===== src/rtl/sdrc_wb_arbiter_pkg.sv =====
// Shared types and defaults for the SDRAM controller Wishbone port arbiter.
package sdrc_wb_arbiter_pkg;

  typedef enum logic [1:0] {
    StIdle  = 2'd0,
    StOwn   = 2'd1,
    StAbort = 2'd2
  } arb_state_e;

  localparam int unsigned DefNumM    = 4;
  localparam int unsigned DefDw      = 32;
  localparam int unsigned DefAppAw   = 26;
  localparam int unsigned DefTimeout = 256;

  // Index following idx on an n-entry ring.
  function automatic int unsigned rr_next(int unsigned idx, int unsigned n);
    return (idx + 1) % n;
  endfunction

endpackage


===== src/rtl/sdrc_wb_arbiter_if.sv =====
// Bundle of requester-side and sdrc-side Wishbone signals around the arbiter.
// master: the environment (requesters plus the sdrc slave port).
// slave:  the arbiter itself.
interface sdrc_wb_arbiter_if import sdrc_wb_arbiter_pkg::*; #(
  parameter int unsigned NUM_M  = DefNumM,
  parameter int unsigned dw     = DefDw,
  parameter int unsigned APP_AW = DefAppAw
);

  logic [NUM_M-1:0]          m_cyc_i;
  logic [NUM_M-1:0]          m_stb_i;
  logic [NUM_M-1:0]          m_we_i;
  logic [NUM_M*APP_AW-1:0]   m_addr_i;
  logic [NUM_M*dw-1:0]       m_dat_i;
  logic [NUM_M*dw/8-1:0]     m_sel_i;
  logic [NUM_M-1:0]          m_ack_o;
  logic [NUM_M-1:0]          m_err_o;
  logic [dw-1:0]             m_dat_o;

  logic                      s_cyc_o;
  logic                      s_stb_o;
  logic                      s_we_o;
  logic [APP_AW-1:0]         s_addr_o;
  logic [dw-1:0]             s_dat_o;
  logic [dw/8-1:0]           s_sel_o;
  logic                      s_ack_i;
  logic [dw-1:0]             s_dat_i;

  logic [NUM_M-1:0]          grant_o;

  modport master (
    output m_cyc_i, m_stb_i, m_we_i, m_addr_i, m_dat_i, m_sel_i, s_ack_i, s_dat_i,
    input  m_ack_o, m_err_o, m_dat_o, s_cyc_o, s_stb_o, s_we_o, s_addr_o, s_dat_o, s_sel_o,
           grant_o
  );

  modport slave (
    input  m_cyc_i, m_stb_i, m_we_i, m_addr_i, m_dat_i, m_sel_i, s_ack_i, s_dat_i,
    output m_ack_o, m_err_o, m_dat_o, s_cyc_o, s_stb_o, s_we_o, s_addr_o, s_dat_o, s_sel_o,
           grant_o
  );

endinterface


===== src/rtl/sdrc_wb_arbiter_rr_pick.sv =====
// Combinational round-robin select: first requester at or after ptr, cyclically.
module sdrc_wb_arbiter_rr_pick import sdrc_wb_arbiter_pkg::*; #(
  parameter int unsigned NUM_M = DefNumM
) (
  input  logic [NUM_M-1:0]         req_i,
  input  logic [$clog2(NUM_M)-1:0] ptr_i,
  output logic [NUM_M-1:0]         gnt_o
);

  localparam int unsigned PtrW = $clog2(NUM_M);

  logic [PtrW-1:0] idx;
  logic            found;

  // Walk the ring starting at ptr and keep the first requester found.
  always_comb begin
    gnt_o = '0;
    found = 1'b0;
    idx   = '0;
    for (int unsigned i = 0; i < NUM_M; i++) begin
      idx = PtrW'((32'(ptr_i) + i) % NUM_M);
      if (!found && req_i[idx]) begin
        gnt_o[idx] = 1'b1;
        found      = 1'b1;
      end
    end
  end

endmodule


===== src/rtl/sdrc_wb_arbiter.sv =====
// Round-robin arbiter sharing the sdrc Wishbone application port among NUM_M masters.
// A grant is held for a whole Wishbone cycle; a watchdog aborts cycles the sdrc never acks.
module sdrc_wb_arbiter import sdrc_wb_arbiter_pkg::*; #(
  parameter int unsigned NUM_M   = DefNumM,
  parameter int unsigned dw      = DefDw,
  parameter int unsigned APP_AW  = DefAppAw,
  parameter int unsigned TIMEOUT = DefTimeout
) (
  input  logic              sys_clk,
  input  logic              sys_rst,
  sdrc_wb_arbiter_if.slave  bus
);

  localparam int unsigned PtrW = $clog2(NUM_M);
  localparam int unsigned SelW = dw / 8;
  localparam int unsigned WdW  = $clog2(TIMEOUT);

  arb_state_e        state_q;
  logic [NUM_M-1:0]  grant_q;
  logic [NUM_M-1:0]  err_q;
  logic [PtrW-1:0]   rr_ptr_q;
  logic [WdW-1:0]    wdog_q;

  logic [NUM_M-1:0]  pick_gnt;
  logic [PtrW-1:0]   next_ptr;
  logic [APP_AW-1:0] mux_addr;
  logic [dw-1:0]     mux_dat;
  logic [SelW-1:0]   mux_sel;
  logic              owned;
  logic              owner_cyc;
  logic              owner_stb;
  logic              owner_we;
  logic              s_stb;
  logic              wd_fire;

  sdrc_wb_arbiter_rr_pick #(
    .NUM_M (NUM_M)
  ) u_rr_pick (
    .req_i (bus.m_cyc_i),
    .ptr_i (rr_ptr_q),
    .gnt_o (pick_gnt)
  );

  // Select the owner's bus fields and the pointer slot just past the owner.
  always_comb begin
    mux_addr = '0;
    mux_dat  = '0;
    mux_sel  = '0;
    next_ptr = '0;
    for (int unsigned k = 0; k < NUM_M; k++) begin
      if (grant_q[k]) begin
        mux_addr = bus.m_addr_i[k*APP_AW +: APP_AW];
        mux_dat  = bus.m_dat_i[k*dw +: dw];
        mux_sel  = bus.m_sel_i[k*SelW +: SelW];
        next_ptr = PtrW'(rr_next(k, NUM_M));
      end
    end
  end

  assign owned     = (state_q == StOwn);
  assign owner_cyc = |(grant_q & bus.m_cyc_i);
  assign owner_stb = |(grant_q & bus.m_cyc_i & bus.m_stb_i);
  assign owner_we  = |(grant_q & bus.m_we_i);
  assign s_stb     = owned & owner_stb;
  assign wd_fire   = s_stb && !bus.s_ack_i && (wdog_q == WdW'(TIMEOUT - 1));

  assign bus.s_cyc_o  = owned & owner_cyc;
  assign bus.s_stb_o  = s_stb;
  assign bus.s_we_o   = owned & owner_we;
  assign bus.s_addr_o = owned ? mux_addr : '0;
  assign bus.s_dat_o  = owned ? mux_dat : '0;
  assign bus.s_sel_o  = owned ? mux_sel : '0;
  // Acks only reach the owner, and only while the cycle is live on the sdrc side.
  assign bus.m_ack_o  = (owned && bus.s_ack_i) ? grant_q : '0;
  assign bus.m_err_o  = err_q;
  assign bus.m_dat_o  = bus.s_dat_i;
  assign bus.grant_o  = grant_q;

  // Arbitration FSM with grant/pointer registers, watchdog and error pulse.
  always_ff @(posedge sys_clk) begin
    if (sys_rst) begin
      state_q  <= StIdle;
      grant_q  <= '0;
      err_q    <= '0;
      rr_ptr_q <= '0;
      wdog_q   <= '0;
    end else begin
      err_q <= '0;
      unique case (state_q)
        StIdle: begin
          wdog_q <= '0;
          if (|bus.m_cyc_i) begin
            grant_q <= pick_gnt;
            state_q <= StOwn;
          end
        end
        StOwn: begin
          if (!owner_cyc) begin
            // Release takes priority over a watchdog expiry in the same cycle.
            state_q  <= StIdle;
            grant_q  <= '0;
            rr_ptr_q <= next_ptr;
            wdog_q   <= '0;
          end else if (wd_fire) begin
            err_q   <= grant_q;
            state_q <= StAbort;
            wdog_q  <= '0;
          end else if (s_stb && !bus.s_ack_i) begin
            wdog_q <= wdog_q + WdW'(1);
          end else begin
            wdog_q <= '0;
          end
        end
        StAbort: begin
          wdog_q <= '0;
          if (!owner_cyc) begin
            state_q  <= StIdle;
            grant_q  <= '0;
            rr_ptr_q <= next_ptr;
          end
        end
        default: begin
          state_q <= StIdle;
          grant_q <= '0;
          wdog_q  <= '0;
        end
      endcase
    end
  end

endmodule


===== src/flat_wrapper.sv =====
// flat-port wrapper written by rule: the top's interface ports become plain ports
module sdrc_wb_arbiter_flat import sdrc_wb_arbiter_pkg::*;
#(
  parameter int unsigned NUM_M   = DefNumM,
  parameter int unsigned dw      = DefDw,
  parameter int unsigned APP_AW  = DefAppAw,
  parameter int unsigned TIMEOUT = DefTimeout
)
  (sys_clk, sys_rst, bus_m_cyc_i, bus_m_stb_i, bus_m_we_i, bus_m_addr_i, bus_m_dat_i, bus_m_sel_i, bus_s_ack_i, bus_s_dat_i, bus_m_ack_o, bus_m_err_o, bus_m_dat_o, bus_s_cyc_o, bus_s_stb_o, bus_s_we_o, bus_s_addr_o, bus_s_dat_o, bus_s_sel_o, bus_grant_o);
  sdrc_wb_arbiter_if #(.NUM_M(NUM_M), .dw(dw), .APP_AW(APP_AW)) bus_i ();
  input  logic sys_clk;
  input  logic sys_rst;
  input wire logic [$bits(bus_i.m_cyc_i)-1:0] bus_m_cyc_i;
  input wire logic [$bits(bus_i.m_stb_i)-1:0] bus_m_stb_i;
  input wire logic [$bits(bus_i.m_we_i)-1:0] bus_m_we_i;
  input wire logic [$bits(bus_i.m_addr_i)-1:0] bus_m_addr_i;
  input wire logic [$bits(bus_i.m_dat_i)-1:0] bus_m_dat_i;
  input wire logic [$bits(bus_i.m_sel_i)-1:0] bus_m_sel_i;
  input wire logic [$bits(bus_i.s_ack_i)-1:0] bus_s_ack_i;
  input wire logic [$bits(bus_i.s_dat_i)-1:0] bus_s_dat_i;
  output wire logic [$bits(bus_i.m_ack_o)-1:0] bus_m_ack_o;
  output wire logic [$bits(bus_i.m_err_o)-1:0] bus_m_err_o;
  output wire logic [$bits(bus_i.m_dat_o)-1:0] bus_m_dat_o;
  output wire logic [$bits(bus_i.s_cyc_o)-1:0] bus_s_cyc_o;
  output wire logic [$bits(bus_i.s_stb_o)-1:0] bus_s_stb_o;
  output wire logic [$bits(bus_i.s_we_o)-1:0] bus_s_we_o;
  output wire logic [$bits(bus_i.s_addr_o)-1:0] bus_s_addr_o;
  output wire logic [$bits(bus_i.s_dat_o)-1:0] bus_s_dat_o;
  output wire logic [$bits(bus_i.s_sel_o)-1:0] bus_s_sel_o;
  output wire logic [$bits(bus_i.grant_o)-1:0] bus_grant_o;
  assign bus_i.m_cyc_i = bus_m_cyc_i;
  assign bus_i.m_stb_i = bus_m_stb_i;
  assign bus_i.m_we_i = bus_m_we_i;
  assign bus_i.m_addr_i = bus_m_addr_i;
  assign bus_i.m_dat_i = bus_m_dat_i;
  assign bus_i.m_sel_i = bus_m_sel_i;
  assign bus_i.s_ack_i = bus_s_ack_i;
  assign bus_i.s_dat_i = bus_s_dat_i;
  assign bus_m_ack_o = bus_i.m_ack_o;
  assign bus_m_err_o = bus_i.m_err_o;
  assign bus_m_dat_o = bus_i.m_dat_o;
  assign bus_s_cyc_o = bus_i.s_cyc_o;
  assign bus_s_stb_o = bus_i.s_stb_o;
  assign bus_s_we_o = bus_i.s_we_o;
  assign bus_s_addr_o = bus_i.s_addr_o;
  assign bus_s_dat_o = bus_i.s_dat_o;
  assign bus_s_sel_o = bus_i.s_sel_o;
  assign bus_grant_o = bus_i.grant_o;
  sdrc_wb_arbiter #(.NUM_M(NUM_M), .dw(dw), .APP_AW(APP_AW), .TIMEOUT(TIMEOUT)) u_core (.sys_clk(sys_clk), .sys_rst(sys_rst), .bus(bus_i));
endmodule

===== config.mk =====
export PLATFORM = sky130hd
export DESIGN_NAME = sdrc_wb_arbiter_flat
export DESIGN_NICKNAME = d
export VERILOG_FILES = /design/src/rtl/sdrc_wb_arbiter_pkg.sv /design/src/rtl/sdrc_wb_arbiter_if.sv /design/src/rtl/sdrc_wb_arbiter_rr_pick.sv /design/src/rtl/sdrc_wb_arbiter.sv /design/src/flat_wrapper.sv
export SDC_FILE = /design/constraint.sdc
export NUM_CORES = 1
export LEC_CHECK = 0
export ABC_AREA = 1
export CAP_MARGIN = 30
export CORE_AREA = 2 2 159 161
export CTS_CLUSTER_DIAMETER = 60
export CTS_CLUSTER_SIZE = 14
export DETAILED_ROUTE_END_ITERATION = 6
export DIE_AREA = 0 0 161 163
export GPL_TIMING_DRIVEN = 0
export PLACE_DENSITY = 0.52
export SYNTH_ARGS = -nofsm -noshare
export SYNTH_HDL_FRONTEND = slang
export SYNTH_SLANG_ARGS = --single-unit

===== constraint.sdc =====
create_clock -name sys_clk -period 5.05 [get_ports sys_clk]
set_input_delay 1.01 -clock sys_clk [delete_from_list [all_inputs] [get_ports sys_clk]]
set_output_delay 1.01 -clock sys_clk [all_outputs]
set_load 0.02 [all_outputs]

# == After elaboration in Yosys (flattened, before gate mapping) ==
# Index checks and enable logic that the tools add are counted.
# totals
reg_bits,20
output_inout_bits,109
input_bits,295
# op_classes
reduce_logical,25
n_eq_ne,7
magnitude_cmp,8
addsub,4
n_mux,51
bitwise,13
# ops
op,count
32-bit two-way mux,5
26-bit two-way mux,5
4-bit two-way mux,12
4-bit OR reduction,5
2-bit two-way mux,7
4-bit bitwise AND,3
"2-bit by 3-bit < comparator with 1-bit output, second input constant",4
1-bit two-way mux,12
4-bit OR,3
1-bit logical AND,10
"8-bit by 1-bit adder with 8-bit output, second input constant",1
1-bit binary-select mux with 2-bit select,4
1-bit demux with 2-bit select,4
"8-bit equality test, second input constant",1
"2-bit by 1-bit greater-or-equal comparator with 1-bit output, second input constant",4
4-bit one-hot mux with 2 select lines,1
2-bit one-hot mux with 3 select lines,1
5-bit OR reduction,1
"2-bit adder, second input constant",2
1-bit logical NOT,4
"2-bit inequality test, second input constant",2
1-bit inverter,4
2-bit AND reduction,2
1-bit bitwise AND,3
8 further kinds,8

# == Logic depth before layout (Yosys ltp) ==
# Gate-level depths: netlist of run 1.
# logic_depth
depth_word,14
depth_mapped,11
depth_no_buf,11

# == Modules after synthesis ==
# A second synthesis of run 1 with hierarchy kept.
# unflattened
hier_cells,670
hier_area_um2,3696.0
# modules_own_cells
mod,instances,cells_each,area_per_inst_um2
sdrc_wb_arbiter,1,597,3296.9
sdrc_wb_arbiter_rr_pick,1,73,399.1

# == Worst setup path before layout of run 1 ==
# Ideal clock, no wire load.
# synth_path
path_type,input -> output
start,in bus_m_addr_i[7]
end,out bus_s_addr_o[7]
path_buffers,0
t_required_ns,4.040
t_arrival_ns,1.629
slack_ns,2.411
stages,4
cell_sequence,a21oi_1 o21ai_0 o21ai_0 a21oi_1
# synth_via
elab_chain_cells,5
# synth_lines
element,line,rtl
start: declaration,flat_wrapper.sv:16,input wire logic [$bits(bus_i.m_addr_i)-1:0] bus_m_addr_i;
26-bit two-way mux (4 in series),sdrc_wb_arbiter.sv:51,if (grant_q[k]) begin
26-bit two-way mux,sdrc_wb_arbiter.sv:70,assign bus.s_addr_o = owned ? mux_addr : '0;
end: declaration,flat_wrapper.sv:27,output wire logic [$bits(bus_i.s_addr_o)-1:0] bus_s_addr_o;
# No other way between the ends.

# == Worst setup path in the final report of run 1 ==
# layout_path
start,reg u_core.state_q[1]
end,out bus_s_dat_o[30]
# layout_via
elab_chain_cells,2
# layout_lines
element,line,rtl
start: declaration,sdrc_wb_arbiter.sv:18,arb_state_e state_q;
start signal: assignment,sdrc_wb_arbiter.sv:82,state_q <= StIdle;
start signal: assignment,sdrc_wb_arbiter.sv:94,state_q <= StOwn;
start signal: assignment,sdrc_wb_arbiter.sv:100,state_q <= StIdle;
2-bit by 1-bit equality test with 1-bit output,sdrc_wb_arbiter.sv:60,assign owned = (state_q == StOwn);
32-bit two-way mux,sdrc_wb_arbiter.sv:71,assign bus.s_dat_o = owned ? mux_dat : '0;
end: declaration,flat_wrapper.sv:28,output wire logic [$bits(bus_i.s_dat_o)-1:0] bus_s_dat_o;
# No other way between the ends.

==> flow_metrics.env, run 1 <==
export IMPL_p_leak_nw=2.83
export IMPL_timing_rr_end="u_core.bus.grant_o[2]$_SDFFE_PP0P_"
export IMPL_slew_headroom_pct=46.4
export IMPL_worstReg2RegStart="u_core.rr_ptr_q[0]$_SDFFE_PP0P_"
export IMPL_numCtsBuffers=3
export IMPL_arrival_ps=3040
export IMPL_die_width_um=161
export IMPL_grt_pass1_wl_um=34700
export IMPL_dp_cells=1366
export IMPL_finalSetupTns_ps=0
export IMPL_ys_flop_type="dfxtp_1"
export IMPL_stdcell_count=1369
export IMPL_die_h_um=163
export IMPL_cts_sinks=20
export IMPL_drive_above_1_share_pct=6.93
export IMPL_synth_fa_ha_area_share_pct=3.75
export IMPL_max_freq_mhz=247
export IMPL_cap_violations=0
export IMPL_gr_total_overflow=0
export IMPL_synth_top_family_by_area="compound AO/OA/AOI/OAI gates"
export IMPL_synth_top_area_cell="a21oi_1"
export IMPL_min_period_ps=4050
export IMPL_syn_nets=971
export IMPL_synth_area_top_cells="a21oi_1, o21ai_0, dfxtp_1"
export IMPL_ys_ff_latch=20
export IMPL_synth_xor_area_share_pct=0.716
export IMPL_grt_total_usage_pct=17.1
export IMPL_holdPathEnd="u_core.wdog_q[0]$_SDFF_PP0_"
export IMPL_endpoint_kind="output port"
export IMPL_core_area_mm2=0.0247
export IMPL_dr_wl_met2_um=11800
export IMPL_r2r_slack_ps=3040
export IMPL_postCtsSetupRepairBufs=0
export IMPL_final_common_cell="clkdlybuf4s50_1"
export IMPL_die_area_mm2=0.0262
export IMPL_fin_skew_ps=1.68
export IMPL_synth_cells=665
export IMPL_crit_type="register to output port"
export IMPL_synth_cell_types=32
export IMPL_n_antenna_cell=0
export IMPL_vias=6044
export IMPL_routed_wl_um=24400
export IMPL_synth_simple_area_share_pct=22.8
export IMPL_mostFrequentLayoutCells="clkdlybuf4s50_1, a21oi_1, o21ai_0"
export IMPL_cts_hold_buffers=0
export IMPL_antenna_found_initial=2
export IMPL_avgSynthCellArea_um2=5.52
export IMPL_yosys_warnings=0
export IMPL_status="finished, final reports clean"
export IMPL_critPathLaunchType="register"
export IMPL_highest_layer="met5"
export IMPL_grt_start_max_net_pins=12
export IMPL_cpMostUsedCell="clkbuf_1"
export IMPL_clock_latency_ps=250
export IMPL_rows=58
export IMPL_hold_violations=0
export IMPL_synth_area_mm2=0.00367
export IMPL_avgViaCountPerCell=4.41
export IMPL_drt_pass1_iterations=5
export IMPL_clk_pin_slew_worst_paths_ps=50
export IMPL_wl_met1_um=10400
export IMPL_tritoncts="built"
export IMPL_min_path_type="register to register"
export IMPL_ioPinCount=404
export IMPL_finalNetCount=1347
export IMPL_tightest_slew_ps=804
export IMPL_ys_seq_area_share_pct=10.9
export IMPL_critPathTopFamily="buffers and inverters"
export IMPL_slew_violations=0
export IMPL_ys_async_sr_fraction_pct=0
export IMPL_grt_pass1_vias=5924
export IMPL_cp_cell_sequence="inv_1 -> ha_1 -> clkbuf_1 -> clkbuf_1 -> o21ai_0 -> a21oi_1 -> clkdlybuf4s50_1"
export IMPL_fin_crit_sh_pct=80.1
export IMPL_hp_start="u_core.wdog_q[0]$_SDFF_PP0_"
export IMPL_synth_compound_area_share_pct=45.3
export IMPL_ant_nets=0
export IMPL_crit_slowest_cell="clkdlybuf4s50_1"
export IMPL_ff2ff_path_depth=11
export IMPL_irDropWorstVdd_v=0.000158
export IMPL_synthMuxAreaShare_pct=0
export IMPL_dp_hpwl_um=19800
export IMPL_rsz0062_at_grt="false"
export IMPL_place_congestion=0.834
export IMPL_crit_path_max_incr_delay_ps=670
export IMPL_hold_depth=1
export IMPL_setup_violations=0
export IMPL_portBuffers=371
export IMPL_wire_per_inst_um=17.9
export IMPL_drc=0
export IMPL_timing_hold_ws_ps=461
export IMPL_route_met3_wl_um=1790
export IMPL_cts_buffer_depth=2
export IMPL_required_ps=4040
export IMPL_htreeDepth=1
export IMPL_final_core_util_pct=31.9
export IMPL_cts_root_buf="clkbuf_16"
export IMPL_drt_iter0_drc=274
export IMPL_path_buf_inv=4
export IMPL_crit_fanout=10
export IMPL_cts_resized=0
export IMPL_synth_top_area_share_pct=18.4
export IMPL_powerDensity_mw_per_mm2=442
export IMPL_synth_edff_count=0
export IMPL_start_util_pct=14.9
export IMPL_area_growth_pct=115
where the power goes:
part,switching (mW),internal [mW],leakage [nW]
combinational,1.85,1.22,2.63
sequential,0.0596,0.184,0.162
clock,0.0549,0.104,0.0370
total,1.97,1.51,2.83
per-stage QoR:
| step | total power, mW | setup WS [ps] | cell area, um2 |
|---|---|---|---|
| global route | 3.81 | 674 | 7870 |
| CTS | 3.51 | 886 | 7870 |
| detailed placement | 3.33 | 1150 | 7790 |
| finish | 3.48 | 1000 | 7870 |
| floorplan | 2.02 | 2410 | 3670 |
| global placement | 3.34 | 1130 | 7790 |
state kept, by name (all words and copies together), names as in the netlist:
| register | flops |
|---|---|
| u_core.wdog_q | 8 |
| u_core.bus.grant_o | 4 |
| u_core.bus.m_err_o | 4 |
| u_core.rr_ptr_q | 2 |
| u_core.state_q | 2 |
worst max-delay path by stage:
stage / slack (ps) / to / start / depth (start not counted)
final: 1000 / bus_s_dat_o[30] / u_core.state_q[1]$_SDFFE_PP0P_ / 7
after global placement: 1130 / bus_s_dat_o[23] / u_core.state_q[1]$_SDFFE_PP0P_ / 7
after CTS: 890 / bus_s_dat_o[23] / u_core.state_q[1]$_SDFFE_PP0P_ / 7
after detailed placement: 1150 / bus_s_dat_o[23] / u_core.state_q[1]$_SDFFE_PP0P_ / 7
after global routing: 670 / bus_s_dat_o[23] / u_core.state_q[1]$_SDFFE_PP0P_ / 7
after floorplan: 2410 / bus_s_addr_o[7] / bus_m_addr_i[7] / 4
worst reg2reg max path: cells and delay by family, from the launching register on:
kind	cells	cell delay, ps
buf+inv	2	250
fa+ha+maj	1	380
simple gates	7	600
compound gates	1	120
flops	1	590
per-layer routing:
metal | GRT usage, % | vias to the layer above
met5 | 0 | -
met4 | 3.57 | 4
met3 | 4.23 | 26
met2 | 30.0 | 264
met1 | 21.3 | 2737
li1 | - | 3013
cells in the mapped netlist, types with 3 or more instances:
master    instances
a21oi_1         135
o21ai_0         127
nor2_1           79
o21ai_1          63
nand2_1          48
clkbuf_1         41
nand3_1          34
buf_4            33
inv_1            24
dfxtp_1          20
ha_1             11
buf_2             7
inv_2             7
buf_1             5
nand2_2           4
nand2_4           3
nand4_1           3
nor2_2            3
logic make-up (layout without fill, tap and decap cells):
logic type | Yosys count | count (layout)
and+or+nand+nor | 182 | 182
AOI/OAI and AO/OA | 329 | 329
xor gates and xnor gates | 3 | 3
adders and majority gates | 11 | 11
buffers and inverters | 120 | 494
DFF | 20 | 20
area by class of cell:
class / count / area [um2]
clock buffers: 3 / 75.1
repair buffers: 371 / 3710
plain buffers: 87 / 467
multi-input cells: 525 / 2660
inverters: 33 / 140
fillers: 2744 / 16800
well taps: 330 / 413
flip-flops and latches: 20 / 400
(Power assumes the default switching activity.)
==> inputs of run 2 (changes only) <==
==> constraint.sdc (replaced) <==
create_clock -name sys_clk -period 3.95 [get_ports sys_clk]
set_input_delay 0.79 -clock sys_clk [delete_from_list [all_inputs] [get_ports sys_clk]]
set_output_delay 0.79 -clock sys_clk [all_outputs]
set_load 0.02 [all_outputs]
==> flow_metrics.env, run 2 (synthesis results as in run 1) <==
export IMPL_status="finished, final reports clean"
export IMPL_grt_start_max_net_pins=12
export IMPL_area_growth_pct=115
export IMPL_grt_pass1_wl_um=34700
export IMPL_wire_per_inst_um=17.8
export IMPL_grt_total_usage_pct=17.1
export IMPL_powerDensity_mw_per_mm2=565
export IMPL_vias=6034
export IMPL_gr_total_overflow=0
export IMPL_mostFrequentLayoutCells="clkdlybuf4s50_1, a21oi_1, o21ai_0"
export IMPL_min_period_ps=3630
export IMPL_clock_latency_ps=250
export IMPL_cts_root_buf="clkbuf_16"
export IMPL_multi_input_area_mm2=0.00266
export IMPL_required_ps=3160
export IMPL_cts_sinks=20
export IMPL_wl_met1_um=10300
export IMPL_cts_hold_buffers=0
export IMPL_avgViaCountPerCell=4.41
export IMPL_ioPinCount=404
export IMPL_clk_pin_slew_worst_paths_ps=50
export IMPL_dp_slack_ps=269
export IMPL_power_mw=4.44
export IMPL_final_core_util_pct=31.9
export IMPL_die_area_mm2=0.0262
export IMPL_worstReg2RegStart="u_core.rr_ptr_q[0]$_SDFFE_PP0P_"
export IMPL_path_buf_inv=3
export IMPL_fillers=2743
export IMPL_crit_start="u_core.bus.grant_o[1]$_SDFFE_PP0P_"
export IMPL_critPathTopFamily="buffers and inverters"
export IMPL_hold_depth=1
export IMPL_largest_reg_flops=8
export IMPL_cts_buffer_depth=2
export IMPL_highest_layer="met5"
export IMPL_stdcell_area_mm2=0.00787
export IMPL_crit_type="register to output port"
export IMPL_finalNetCount=1347
export IMPL_fin_skew_ps=1.72
export IMPL_cts_resized=0
export IMPL_arrival_ps=2840
export IMPL_finalSetupTns_ps=0
export IMPL_cp_cell_sequence="buf_2 -> clkbuf_1 -> a21oi_1 -> o21ai_0 -> o21ai_0 -> a21oi_1 -> clkdlybuf4s50_1"
export IMPL_p_leak_nw=2.83
export IMPL_dr_wl_met2_um=11800
export IMPL_slew_violations=0
export IMPL_die_h_um=163
export IMPL_drt_pass1_iterations=5
export IMPL_endpoint_kind="output port"
export IMPL_final_common_cell="clkdlybuf4s50_1"
export IMPL_tritoncts="built"
export IMPL_hp_start="u_core.wdog_q[0]$_SDFF_PP0_"
export IMPL_max_freq_mhz=275
export IMPL_hold_violations=0
export IMPL_holdPathEnd="u_core.wdog_q[0]$_SDFF_PP0_"
export IMPL_tightest_slew_ps=777
export IMPL_start_util_pct=14.9
export IMPL_route_met3_wl_um=1850
export IMPL_antenna_found_initial=2
export IMPL_min_path_type="register to register"
export IMPL_drc=0
export IMPL_largest_register="u_core.wdog_q"
export IMPL_crit_path_max_incr_delay_ps=630
export IMPL_critPathLaunchType="register"
export IMPL_dp_hpwl_um=19800
export IMPL_ant_nets=0
export IMPL_irDropWorstVdd_v=0.000202
export IMPL_postPlaceCellArea_mm2=0.00779
export IMPL_crit_slowest_cell="clkdlybuf4s50_1"
export IMPL_setup_violations=0
export IMPL_die_width_um=161
export IMPL_drive_above_1_share_pct=7.03
export IMPL_rsz0062_at_grt="false"
export IMPL_crit_fanout=10
export IMPL_ff_latch_area_um2=400
export IMPL_timing_rr_end="u_core.bus.grant_o[2]$_SDFFE_PP0P_"
export IMPL_fin_crit_sh_pct=92.0
export IMPL_ff2ff_path_depth=11
export IMPL_htreeDepth=1
export IMPL_numCtsBuffers=3
export IMPL_drt_iter0_drc=283
export IMPL_rows=58
export IMPL_portBuffers=371
export IMPL_core_area_mm2=0.0247
export IMPL_r2r_slack_ps=1940
export IMPL_place_congestion=0.834
export IMPL_routed_wl_um=24400
export IMPL_timing_final_ws_setup_ps=317
export IMPL_postCtsSetupRepairBufs=0
export IMPL_grt_pass1_vias=5924
export IMPL_n_antenna_cell=0
export IMPL_slew_headroom_pct=48.2
export IMPL_cap_violations=0
-- run 2: cell counts in the layout (fill, tap and decap cells not counted) --
No cell type changed its count.
-- run 2: cell type report --
type / count / share of cell area [%]
Sequential cell: 20 / 5.09
Multi-Input combinational cell: 525 / 33.8
Inverter: 33 / 1.78
Timing Repair Buffer: 371 / 47.2
Clock buffer: 3 / 0.954
Buffer: 87 / 5.95
Tap cell: 330 / 5.25
-- run 2: how the worst max path moves through the flow --
stage                                  to  depth (start not counted)  slack, ps
after global routing      bus_s_addr_o[3]                          7        130
final                     bus_s_addr_o[3]                          7        320
after floorplan            bus_s_dat_o[7]                          6       1560
after detailed placement  bus_s_dat_o[23]                          7        270
after global placement    bus_s_dat_o[23]                          7        250
after CTS                 bus_s_dat_o[23]                          7          6
-- run 2: where the power goes --
| group | internal (mW) | switching, mW |
|---|---|---|
| registers | 0.235 | 0.0760 |
| logic | 1.56 | 2.37 |
| clock network | 0.133 | 0.0703 |
-- run 2: stage by stage --
stage | hold WS, ps | std cells
3_3_place_gp | 434 | 1366
5_1_grt | 492 | 1369
6_report | 461 | 1369
3_5_place_dp | 464 | 1366
4_1_cts | 472 | 1369
2_1_floorplan | 418 | 665
-- run 2: layer usage --
layer | up-vias | global-route usage (%)
li1 | 3013 | -
met1 | 2726 | 21.3
met2 | 263 | 30.0
met3 | 28 | 4.23
met4 | 4 | 3.57
met5 | - | 0
